## config.mk

```make
export PLATFORM = sky130hd
export DESIGN_NAME = ysyx_220053_instr_to_imm_flat
export DESIGN_NICKNAME = d
export VERILOG_FILES = /design/src/rtl/ysyx_220053_pkg.sv /design/src/rtl/ysyx_220053_instr_to_imm_if.sv /design/src/rtl/ysyx_220053_imm_reg.sv /design/src/rtl/ysyx_220053_instr_to_imm.sv /design/src/flat_wrapper.sv
export SDC_FILE = /design/constraint.sdc
export NUM_CORES = 1
export LEC_CHECK = 0
export BUFFER_PORTS_ARGS = -buffer_cell sky130_fd_sc_hd__clkbuf_2
export CORE_UTILIZATION = 43
export CTS_CLUSTER_SIZE = 10
export DETAILED_ROUTE_END_ITERATION = 16
export GPL_ROUTABILITY_DRIVEN = 0
export GPL_TIMING_DRIVEN = 0
export PLACE_DENSITY = 0.86
export SETUP_SLACK_MARGIN = 0.4
export SLEW_MARGIN = 5
export SYNTH_ARGS = -nofsm -noshare
export SYNTH_HDL_FRONTEND = slang
export SYNTH_SLANG_ARGS = --single-unit
export TNS_END_PERCENT = 30
```

## constraint.sdc

```tcl
create_clock -name clk -period 4.2 [get_ports clk]
set_clock_uncertainty 0.2 [all_clocks]
set_input_delay 0.63 -clock clk [delete_from_list [all_inputs] [get_ports clk]]
set_output_delay 0.63 -clock clk [all_outputs]
set_load 0.005 [all_outputs]
```

## src/rtl/ysyx_220053_pkg.sv

```systemverilog
// Shared decode definitions for the ysyx_220053 core.
// Holds the datapath widths and the ExtOp immediate-format encoding that the
// controller drives and the immediate generator decodes.
package ysyx_220053_pkg;

  localparam int unsigned XLEN    = 64;
  localparam int unsigned ILEN    = 32;
  localparam int unsigned EXTOP_W = 3;

  typedef logic [EXTOP_W-1:0] ext_op_t;

  // Immediate format select
  localparam ext_op_t EXT_I     = 3'd0;
  localparam ext_op_t EXT_U     = 3'd1;
  localparam ext_op_t EXT_S     = 3'd2;
  localparam ext_op_t EXT_B     = 3'd3;
  localparam ext_op_t EXT_J     = 3'd4;
  localparam ext_op_t EXT_ZIMM  = 3'd5;
  localparam ext_op_t EXT_SHAMT = 3'd6;
  localparam ext_op_t EXT_NONE  = 3'd7;

endpackage

```

## src/rtl/ysyx_220053_instr_to_imm_if.sv

```systemverilog
// Bus between the decode controller and the immediate generator.
//   valid_i  instr_i/ExtOp valid this cycle
//   instr_i  raw 32-bit instruction word
//   ExtOp    immediate format select
//   imm      combinational 64-bit immediate
//   imm_q    immediate captured on the last valid_i edge
//   valid_q  imm_q was captured on the previous edge
// master = decode side driving the instruction, slave = immediate generator.
interface ysyx_220053_instr_to_imm_if;
  import ysyx_220053_pkg::*;

  logic            valid_i;
  logic [ILEN-1:0] instr_i;
  ext_op_t         ExtOp;
  logic [XLEN-1:0] imm;
  logic [XLEN-1:0] imm_q;
  logic            valid_q;

  modport master (
    output valid_i, instr_i, ExtOp,
    input  imm, imm_q, valid_q
  );

  modport slave (
    input  valid_i, instr_i, ExtOp,
    output imm, imm_q, valid_q
  );

endinterface

```

## src/rtl/ysyx_220053_imm_reg.sv

```systemverilog
// Pipeline register for the decoded immediate.
//   clk_i      rising-edge clock
//   rst_i      synchronous active-high reset (wins over valid_i)
//   valid_i    capture imm_i this edge
//   imm_i      immediate to capture
//   imm_q_o    captured immediate, held across idle cycles
//   valid_q_o  high for exactly the cycle after a capture
module ysyx_220053_imm_reg
  import ysyx_220053_pkg::*;
#(
  parameter int unsigned Width = XLEN
) (
  input  logic             clk_i,
  input  logic             rst_i,
  input  logic             valid_i,
  input  logic [Width-1:0] imm_i,
  output logic [Width-1:0] imm_q_o,
  output logic             valid_q_o
);

  logic [Width-1:0] imm_d, imm_q;
  logic             valid_d, valid_q;

  always_comb begin
    imm_d   = imm_q;
    valid_d = 1'b0;
    if (valid_i) begin
      imm_d   = imm_i;
      valid_d = 1'b1;
    end
  end

  always_ff @(posedge clk_i) begin
    if (rst_i) begin
      imm_q   <= '0;
      valid_q <= 1'b0;
    end else begin
      imm_q   <= imm_d;
      valid_q <= valid_d;
    end
  end

  assign imm_q_o   = imm_q;
  assign valid_q_o = valid_q;

endmodule

```

## src/rtl/ysyx_220053_instr_to_imm.sv

```systemverilog
// RV64I immediate generator for the decode stage.
// Extracts the immediate selected by ExtOp and sign/zero-extends it to 64 bits;
// drives it combinationally on imm and a one-cycle registered copy on imm_q.
//   clk   rising-edge clock
//   rst   synchronous active-high reset
//   bus   slave side of ysyx_220053_instr_to_imm_if
module ysyx_220053_instr_to_imm
  import ysyx_220053_pkg::*;
(
  input  logic                          clk,
  input  logic                          rst,
  ysyx_220053_instr_to_imm_if.slave     bus
);

  logic [ILEN-1:0] in;
  logic [XLEN-1:0] imm_d;
  logic            sgn;

  assign in  = bus.instr_i;
  assign sgn = in[31];  // every signed format extends from the word's MSB

  always_comb begin
    imm_d = '0;
    case (bus.ExtOp)
      EXT_I:     imm_d = {{52{sgn}}, in[31:20]};
      EXT_U:     imm_d = {{32{sgn}}, in[31:12], 12'b0};
      EXT_S:     imm_d = {{52{sgn}}, in[31:25], in[11:7]};
      EXT_B:     imm_d = {{51{sgn}}, in[31], in[7], in[30:25], in[11:8], 1'b0};
      EXT_J:     imm_d = {{43{sgn}}, in[31], in[19:12], in[20], in[30:21], 1'b0};
      EXT_ZIMM:  imm_d = {59'b0, in[19:15]};
      EXT_SHAMT: imm_d = {58'b0, in[25:20]};
      EXT_NONE:  imm_d = '0;
      default:   imm_d = '0;
    endcase
  end

  assign bus.imm = imm_d;

  ysyx_220053_imm_reg #(
    .Width (XLEN)
  ) u_imm_reg (
    .clk_i     (clk),
    .rst_i     (rst),
    .valid_i   (bus.valid_i),
    .imm_i     (imm_d),
    .imm_q_o   (bus.imm_q),
    .valid_q_o (bus.valid_q)
  );

endmodule

```

## src/flat_wrapper.sv

```systemverilog
// flat-port wrapper written by rule: the top's interface ports become plain ports
module ysyx_220053_instr_to_imm_flat import ysyx_220053_pkg::*;
  (clk, rst, bus_valid_i, bus_instr_i, bus_ExtOp, bus_imm, bus_imm_q, bus_valid_q);
  ysyx_220053_instr_to_imm_if bus_i ();
  input  logic clk;
  input  logic rst;
  input wire logic [$bits(bus_i.valid_i)-1:0] bus_valid_i;
  input wire logic [$bits(bus_i.instr_i)-1:0] bus_instr_i;
  input wire logic [$bits(bus_i.ExtOp)-1:0] bus_ExtOp;
  output wire logic [$bits(bus_i.imm)-1:0] bus_imm;
  output wire logic [$bits(bus_i.imm_q)-1:0] bus_imm_q;
  output wire logic [$bits(bus_i.valid_q)-1:0] bus_valid_q;
  assign bus_i.valid_i = bus_valid_i;
  assign bus_i.instr_i = bus_instr_i;
  assign bus_i.ExtOp = bus_ExtOp;
  assign bus_imm = bus_i.imm;
  assign bus_imm_q = bus_i.imm_q;
  assign bus_valid_q = bus_i.valid_q;
  ysyx_220053_instr_to_imm u_core (.clk(clk), .rst(rst), .bus(bus_i));
endmodule
```

==> metrics.md, run 1 <==
| Metric | Value |
|---|---|
| Number of nets in the synthesized netlist | 313 |
| Switching Fraction | 0.298 |
| Wirelength, routed | 6.07 mm |
| Global-route usage over all layers | 0.221 |
| Leakage power summed over all cells | 1.74 nW |
| Total count of max-transition violations in the final report | 0 |
| Number of antenna violations at the first check in global routing | 0 |
| Dpl ws | 0.954 ns |
| Highest-count cells in the layout ignoring fill and taps | clkbuf_2, buf_4, nand2_1 |
| PostCTS Resize Cnt | 0 |
| Share of the core filled with cells in the final layout | 0.648 |
| Die boundary height | 72.5 um |
| Post-placement cell count | 498 |
| Type of origin of the critical path | input pin |
| CTS tree | built |
| Deepest level of the CTS H-tree | 2 |
| CP Cell Sequence | buf_4, buf_2, o21ai_0, and2_1, buf_4, clkbuf_2 |
| Clock transition time at the flip-flop clock pins of the worst setup and hold paths | 0.07 ns |
| Final-layout fill cell count | 449 |
| Share of Yosys cell area claimed by the top area cell type | 0.309 |
| Maximum number of pins on one net before global-route repair | 35 |
| Total clock sinks | 33 |
| Path category of the worst min-delay check | register to register |
| Worst-Margin Slew | 1.01 ns |
| Mapped Cells | 275 |
| Cell row count | 25 |
| Total negative slack for setup checks | 0 ns |
| Antenna Violating Nets Remaining | 0 |
| Power spent charging and discharging nets | 0.248 mW |
| # setup viols final | 0 |
| WP buf/inv | 4 |
| Post-route cell area | 3080 um^2 |
| Count of maximum capacitance violations | 0 |
| Remaining routing DRC violations | 0 |
| Number of DRC violations after detailed-routing iteration 0 | 93 |
| Ant. Diodes | 0 |
| Relative contribution of sequential cells to total power | 0.418 |
| Leading cell type in the layout, fill and taps excluded | clkbuf_2 |
| Slowest Stage Delay on Critical Path | 0.83 ns |
| Cell seen most often among critical-path stages | buf_4 |
| Setup repair after global routing missed its margin | no |
| Internal power of the cells | 0.584 mW |
| Status | finished clean |
| Number of synthesized register bits | 33 |
| Family with the most delay on the worst path | simple AND/OR/NAND/NOR gates |
| Detailed-placement wirelength estimate | 4.83 mm |
| Post-synthesis instance area | 2140 um^2 |
| Combinational Power Share | 0.307 |
| Area added between synthesis and finish | 44.3% |
| Initial cell density of the core | 0.449 |
| Total clock buffers created by CTS | 5 |
| Max frequency | 0.310 GHz |
| Worst-case headroom to the max-slew limit | 0.329 |
| Overall power consumption | 0.832 mW |
| Element type at the critical path end | output port |
| Crit path DAT | 2.39 ns |
| Crit Path Max Fanout | 33 |
| Wire length per cell | 12.0 um |
| Number of placed I/O pins | 167 |
| Final hold violation count | 0 |
| Non-filler cells, final | 506 |
| Quantity of hold-fixing buffers added after cts | 0 |
| Synthesis Warnings | 0 |
| First-pass detailed-route iteration total | 4 |
| Worst ir drop on vdd | 0.181 mV |
| Required time of the critical path | 3.37 ns |
| Part of the total power dissipated in the clock network | 0.275 |
| Die outline width | 72.5 um |
| # Post-CTS Setup Buffers | 0 |
| Post-synthesis area per instance | 7.77 um^2 |
| Share of layout cells above drive strength 1 | 0.542 |
| Clock latency of the later-clocked register in the worst-skew pair | 0.28 ns |
| Die outline area | 5250 um^2 |
| Hold_ws | 0.273 ns |
| Final-stage net count | 476 |
| Placed cell area | 3000 um^2 |
| Cell variety after synth | 30 |
| Type of the worst setup path | input pin to output port |
| Root Driver | clkbuf_8 |
| Via count of the first global-routing pass | 1920 |
| Slowest stage cell on the critical path | and2_1 |
| Number of buffers between clock root and the deepest sink | 2 |
| Share of the yosys chip area belonging to registers | 0.309 |
| IO Port Bufs | 156 |
| Tmin final | 3.22 ns |
| Post-route worst setup slack | 0.979 ns |
| Cell Pwr Density | 270 nW/um^2 |
| Core region area | 4750 um^2 |
| Congestion Overflow GR | 0 |
| Cell type contributing the most total cell area after synthesis | dfxtp_1 |
| Ratio of routed vias to standard cells | 4.72 |
| Routed via count | 2389 |
| Portion of the clock cycle consumed by the worst path in the final layout | 0.767 |
| First-pass GRT wire length | 9.06 mm |
| Top cells by area in the synthesized netlist | dfxtp_1, buf_4, a311oi_1, nand2_1, nor2_1 |
==> per-layer routing <==
metal | part of all wire | GRT usage
met1 | 0.41 | 0.272
met2 | 0.49 | 0.371
met3 | 0.081 | 0.0417
met4 | 0.023 | 0.102
met5 | 0 | 0
==> Yosys cell counts <==
library cell,count
buf_4,67
nor3b_4,1
nor3b_2,1
nor2b_1,9
a21boi_0,1
and3b_1,1
nand2b_1,8
mux2i_1,1
mux2_2,1
o21ai_0,8
a22oi_1,4
a311oi_1,25
a21oi_1,7
a32oi_1,1
a31oi_1,1
nand4_1,1
inv_1,2
and2b_1,2
buf_2,3
o21ai_1,1
o211ai_1,1
clkbuf_1,12
nor2_1,27
nand2_1,36
nand3_1,12
buf_1,1
and2b_4,1
a21oi_2,1
and2_1,6
dfxtp_1,33
==> state kept, by name (all words and copies together) (netlist names) <==
register                    count
u_core.u_imm_reg.imm_q_o       32
u_core.u_imm_reg.valid_q_o      1
==> final timing paths <==
kind                            slack [ns]                                        end                                      start  cells after the start
worst max register to register        2.68  u_core.u_imm_reg.imm_q_o[62]$_SDFFE_PP0P_  u_core.u_imm_reg.imm_q_o[62]$_SDFFE_PP0P_                      2
worst max-delay path                  0.98                                bus_imm[46]                               bus_ExtOp[1]                      6
worst min-delay path                  0.27   u_core.u_imm_reg.imm_q_o[9]$_SDFFE_PP0P_   u_core.u_imm_reg.imm_q_o[9]$_SDFFE_PP0P_                      2
worst min register to register        0.27   u_core.u_imm_reg.imm_q_o[9]$_SDFFE_PP0P_   u_core.u_imm_reg.imm_q_o[9]$_SDFFE_PP0P_                      2
==> power groups by stage <==
stage                     Combinational [mW]  Sequential (mW)  Clock, mW
after floorplan                        0.140            0.355          0
after global routing                   0.281            0.350      0.244
after global placement                 0.251            0.353          0
final                                  0.256            0.348      0.229
after detailed placement               0.256            0.354          0
after CTS                              0.257            0.348      0.233
==> layout make-up <==
type	instances	area [um^2]	area share
clock inverters	2	10.0	0.00325
multi-input cells	157	901	0.292
inverters	2	7.51	0.00244
plain buffers	83	567	0.184
repair buffers	156	781	0.253
well taps	67	83.8	0.0272
flip-flops and latches	33	661	0.214
clock buffers	6	72.6	0.0235
==> cells by family after synthesis <==
kind of cell / after synthesis / share of synthesized area
and+or+nand+nor: 105 / 0.240
AOI/OAI and AO/OA: 50 / 0.172
muxes: 2 / 0.00996
DFF: 33 / 0.309
buffers and inverters: 85 / 0.269
==> worst register-to-register path, cell delays in order (launching register included) <==
cell and delay (ns):
dfxtp_1 0.98, nand2b_1 0.11, a21oi_1 0.16
Note: power is estimated with default switching activity, not from simulation.
==> run 2, diff against run 1 <==
Settings changed: ABC_AREA set to 1, CORE_UTILIZATION 43 to 41, PLACE_DENSITY 0.86 to 0.81.
Clock period 4.2 ns to 3 ns, I/O delays scaled along.
==> run 2 against run 1 <==
  * Core utilization down 2.6 points
  * First-iteration DRC count grew 13%
  * Global-route usage rose by 0.94 points
  * Critical endpoint is now bus_imm[54]
  * Register-to-register slack worse by 1.3 ns
  * Critical path type unchanged
==> metrics.md, run 2 <==
| Metric | Value |
|---|---|
| Worst-case headroom to the max-slew limit | 0.318 |
| Post-route cell area | 3260 um^2 |
| Final-layout fill cell count | 506 |
| Setup repair after global routing missed its margin | yes |
| Total clock sinks | 33 |
| Top cells by area in the synthesized netlist | dfxtp_1, buf_4, nor2_1, nand2_1, inv_1 |
| Clock transition time at the flip-flop clock pins of the worst setup and hold paths | 0.07 ns |
| Path category of the worst min-delay check | input pin to register |
| First-pass detailed-route iteration total | 4 |
| Type of the worst setup path | input pin to output port |
| Global-route usage over all layers | 0.230 |
| Routed via count | 2623 |
| Element type at the critical path end | output port |
| Number of buffers between clock root and the deepest sink | 2 |
| Count of maximum capacitance violations | 0 |
| Placed cell area | 3150 um^2 |
| CP Cell Sequence | buf_6, nor2_1, o21ai_1, clkinvlp_4, buf_4, clkbuf_2 |
| Mapped Cells | 354 |
| Number of synthesized register bits | 33 |
| Initial cell density of the core | 0.436 |
| Wire length per cell | 11.2 um |
| Share of Yosys cell area claimed by the top area cell type | 0.289 |
| Cell Pwr Density | 377 nW/um^2 |
| Core region area | 5240 um^2 |
| First-pass GRT wire length | 11.0 mm |
| Wirelength, routed | 6.60 mm |
| Post-synthesis instance area | 2280 um^2 |
| Share of layout cells above drive strength 1 | 0.485 |
| Top flip-flop cell by instance count after synthesis | dfxtp_1 |
| Maximum number of pins on one net before global-route repair | 35 |
| Number of placed I/O pins | 167 |
| Synthesis Warnings | 0 |
| Cell type contributing the most total cell area after synthesis | dfxtp_1 |
| Crit path DAT | 1.88 ns |
| Post-synthesis area per instance | 6.45 um^2 |
| Final-stage net count | 557 |
| Quantity of hold-fixing buffers added after cts | 0 |
| Deepest level of the CTS H-tree | 2 |
| EDFF count, synth | 0 |
| Number of antenna violations at the first check in global routing | 0 |
| Crit Path Max Fanout | 16 |
| Required time of the critical path | 2.35 ns |
| Die outline area | 5880 um^2 |
| Leading cell type in the layout, fill and taps excluded | clkbuf_2 |
| Final hold violation count | 0 |
| Total negative slack for setup checks | 0 ns |
| Area added between synthesis and finish | 42.6% |
| Cell row count | 26 |
| Ratio of routed vias to standard cells | 4.45 |
| Overall power consumption | 1.23 mW |
| Async set-reset flop share out of synthesis | 0 |
| Ant. Diodes | 0 |
| IO Port Bufs | 156 |
| Highest-count cells in the layout ignoring fill and taps | clkbuf_2, nor2_1, buf_4 |
| Max frequency | 0.396 GHz |
| Share of the yosys chip area belonging to registers | 0.289 |
| Worst ir drop on vdd | 0.241 mV |
| Total clock buffers created by CTS | 5 |
| Number of nets in the synthesized netlist | 392 |
| Leakage power summed over all cells | 2.09 nW |
| Most numerous cell in the Yosys netlist | nor2_1 |
| Number of flip-flops under the largest register name | 32 |
| Clock latency of the later-clocked register in the worst-skew pair | 0.28 ns |
| Worst-Margin Slew | 1.02 ns |
| Portion of the clock cycle consumed by the worst path in the final layout | 0.842 |
| CTS tree | built |
| Die boundary height | 76.7 um |
| Root Driver | clkbuf_8 |
| Antenna Violating Nets Remaining | 0 |
| Type of origin of the critical path | input pin |
| Slowest stage cell on the critical path | o21ai_1 |
| Congestion Overflow GR | 0 |
| Detailed-placement wirelength estimate | 5.26 mm |
| Die outline width | 76.7 um |
| Tmin final | 2.53 ns |
| Dpl ws | 0.334 ns |
| Via count of the first global-routing pass | 2267 |
| # setup viols final | 0 |
| Status | finished clean |
| Slowest Stage Delay on Critical Path | 0.47 ns |
| Total count of max-transition violations in the final report | 0 |
| Number of DRC violations after detailed-routing iteration 0 | 105 |
| Synth cell count leaders | nor2_1, buf_4, nand2_1, inv_1, dfxtp_1 |
| Remaining routing DRC violations | 0 |
| Post-route worst setup slack | 0.474 ns |
| Cell variety after synth | 19 |
-- run 2: changes by cell type in the layout (fill, tap and decap cells not counted), sizes merged, moves of 8 or more --
cell / previous run / this run
a311oi: 25 / 0
inv: 2 / 38
nand2: 36 / 59
nand2b: 8 / 0
nand3: 12 / 23
nand4: 1 / 22
nor2: 27 / 72
nor2b: 9 / 0
o21ai: 9 / 19
-- run 2: final timing paths --
check             cells past startpoint                                      start  slack, ns                                        end
setup / recovery                      6                               bus_ExtOp[1]       0.47                                bus_imm[54]
hold / removal                        5                            bus_instr_i[14]       0.27  u_core.u_imm_reg.imm_q_o[14]$_SDFFE_PP0P_
setup reg to reg                      2  u_core.u_imm_reg.imm_q_o[62]$_SDFFE_PP0P_       1.42  u_core.u_imm_reg.imm_q_o[62]$_SDFFE_PP0P_
hold reg to reg                       2   u_core.u_imm_reg.imm_q_o[6]$_SDFFE_PP0P_       0.32   u_core.u_imm_reg.imm_q_o[6]$_SDFFE_PP0P_
-- run 2: critical path, delay by kind of cell --
family          cells  cell delay (ns)
buf+inv             4             0.87
compound gates      1             0.47
simple gates        1             0.08
-- run 2: cell type report --
class / instances / area (um^2) / share of cell area
buffer: 83 / 597 / 0.183
clock buffer: 5 / 68.8 / 0.0211
clock inverter: 3 / 17.5 / 0.00538
inverter: 39 / 153 / 0.0469
multi-input combinational: 199 / 878 / 0.270
sequential: 33 / 661 / 0.203
tap: 70 / 87.6 / 0.0269
timing repair buffer: 157 / 788 / 0.242
timing repair inverter: 1 / 7.51 / 0.00230
-- run 2: cell families (layout without fill, tap and decap cells) --
family / Yosys count / in the layout / synth area share
simple gates: 176 / 176 / 0.332
buf+inv: 122 / 288 / 0.326
compound gates: 23 / 23 / 0.0520
flops: 33 / 33 / 0.289
-- run 2: per-layer routing --
metal | vias to the layer above | GRT usage | part of all wire
li1 | 1373 | - | -
met1 | 1120 | 0.267 | 0.43
met2 | 118 | 0.414 | 0.48
met3 | 12 | 0.0536 | 0.072
met4 | 0 | 0.0731 | 0.019
met5 | - | 0 | 0
-- run 2: report_power, final --
group          leakage (nW)  switching (mW)  internal (mW)
Sequential            0.273          0.0218          0.469
Combinational          1.78           0.197          0.211
Clock                0.0439           0.169          0.160
-- run 2: through the flow --
| step | utilization | cells | hold WS [ns] |
|---|---|---|---|
| 6_report | 0.622 | 590 | 0.270 |
| 2_1_floorplan | - | 354 | 0.303 |
| 3_5_place_dp | 0.602 | 580 | 0.301 |
| 4_1_cts | 0.621 | 589 | 0.267 |
| 3_3_place_gp | 0.602 | 580 | 0.294 |
| 5_1_grt | 0.622 | 590 | 0.300 |
-- run 2: repair_timing --
action,CTS,global route
cloned,1,0
setup buffers,0,1
setup endpoints to repair,32,32
pin swaps,0,0
resized for setup,3,0
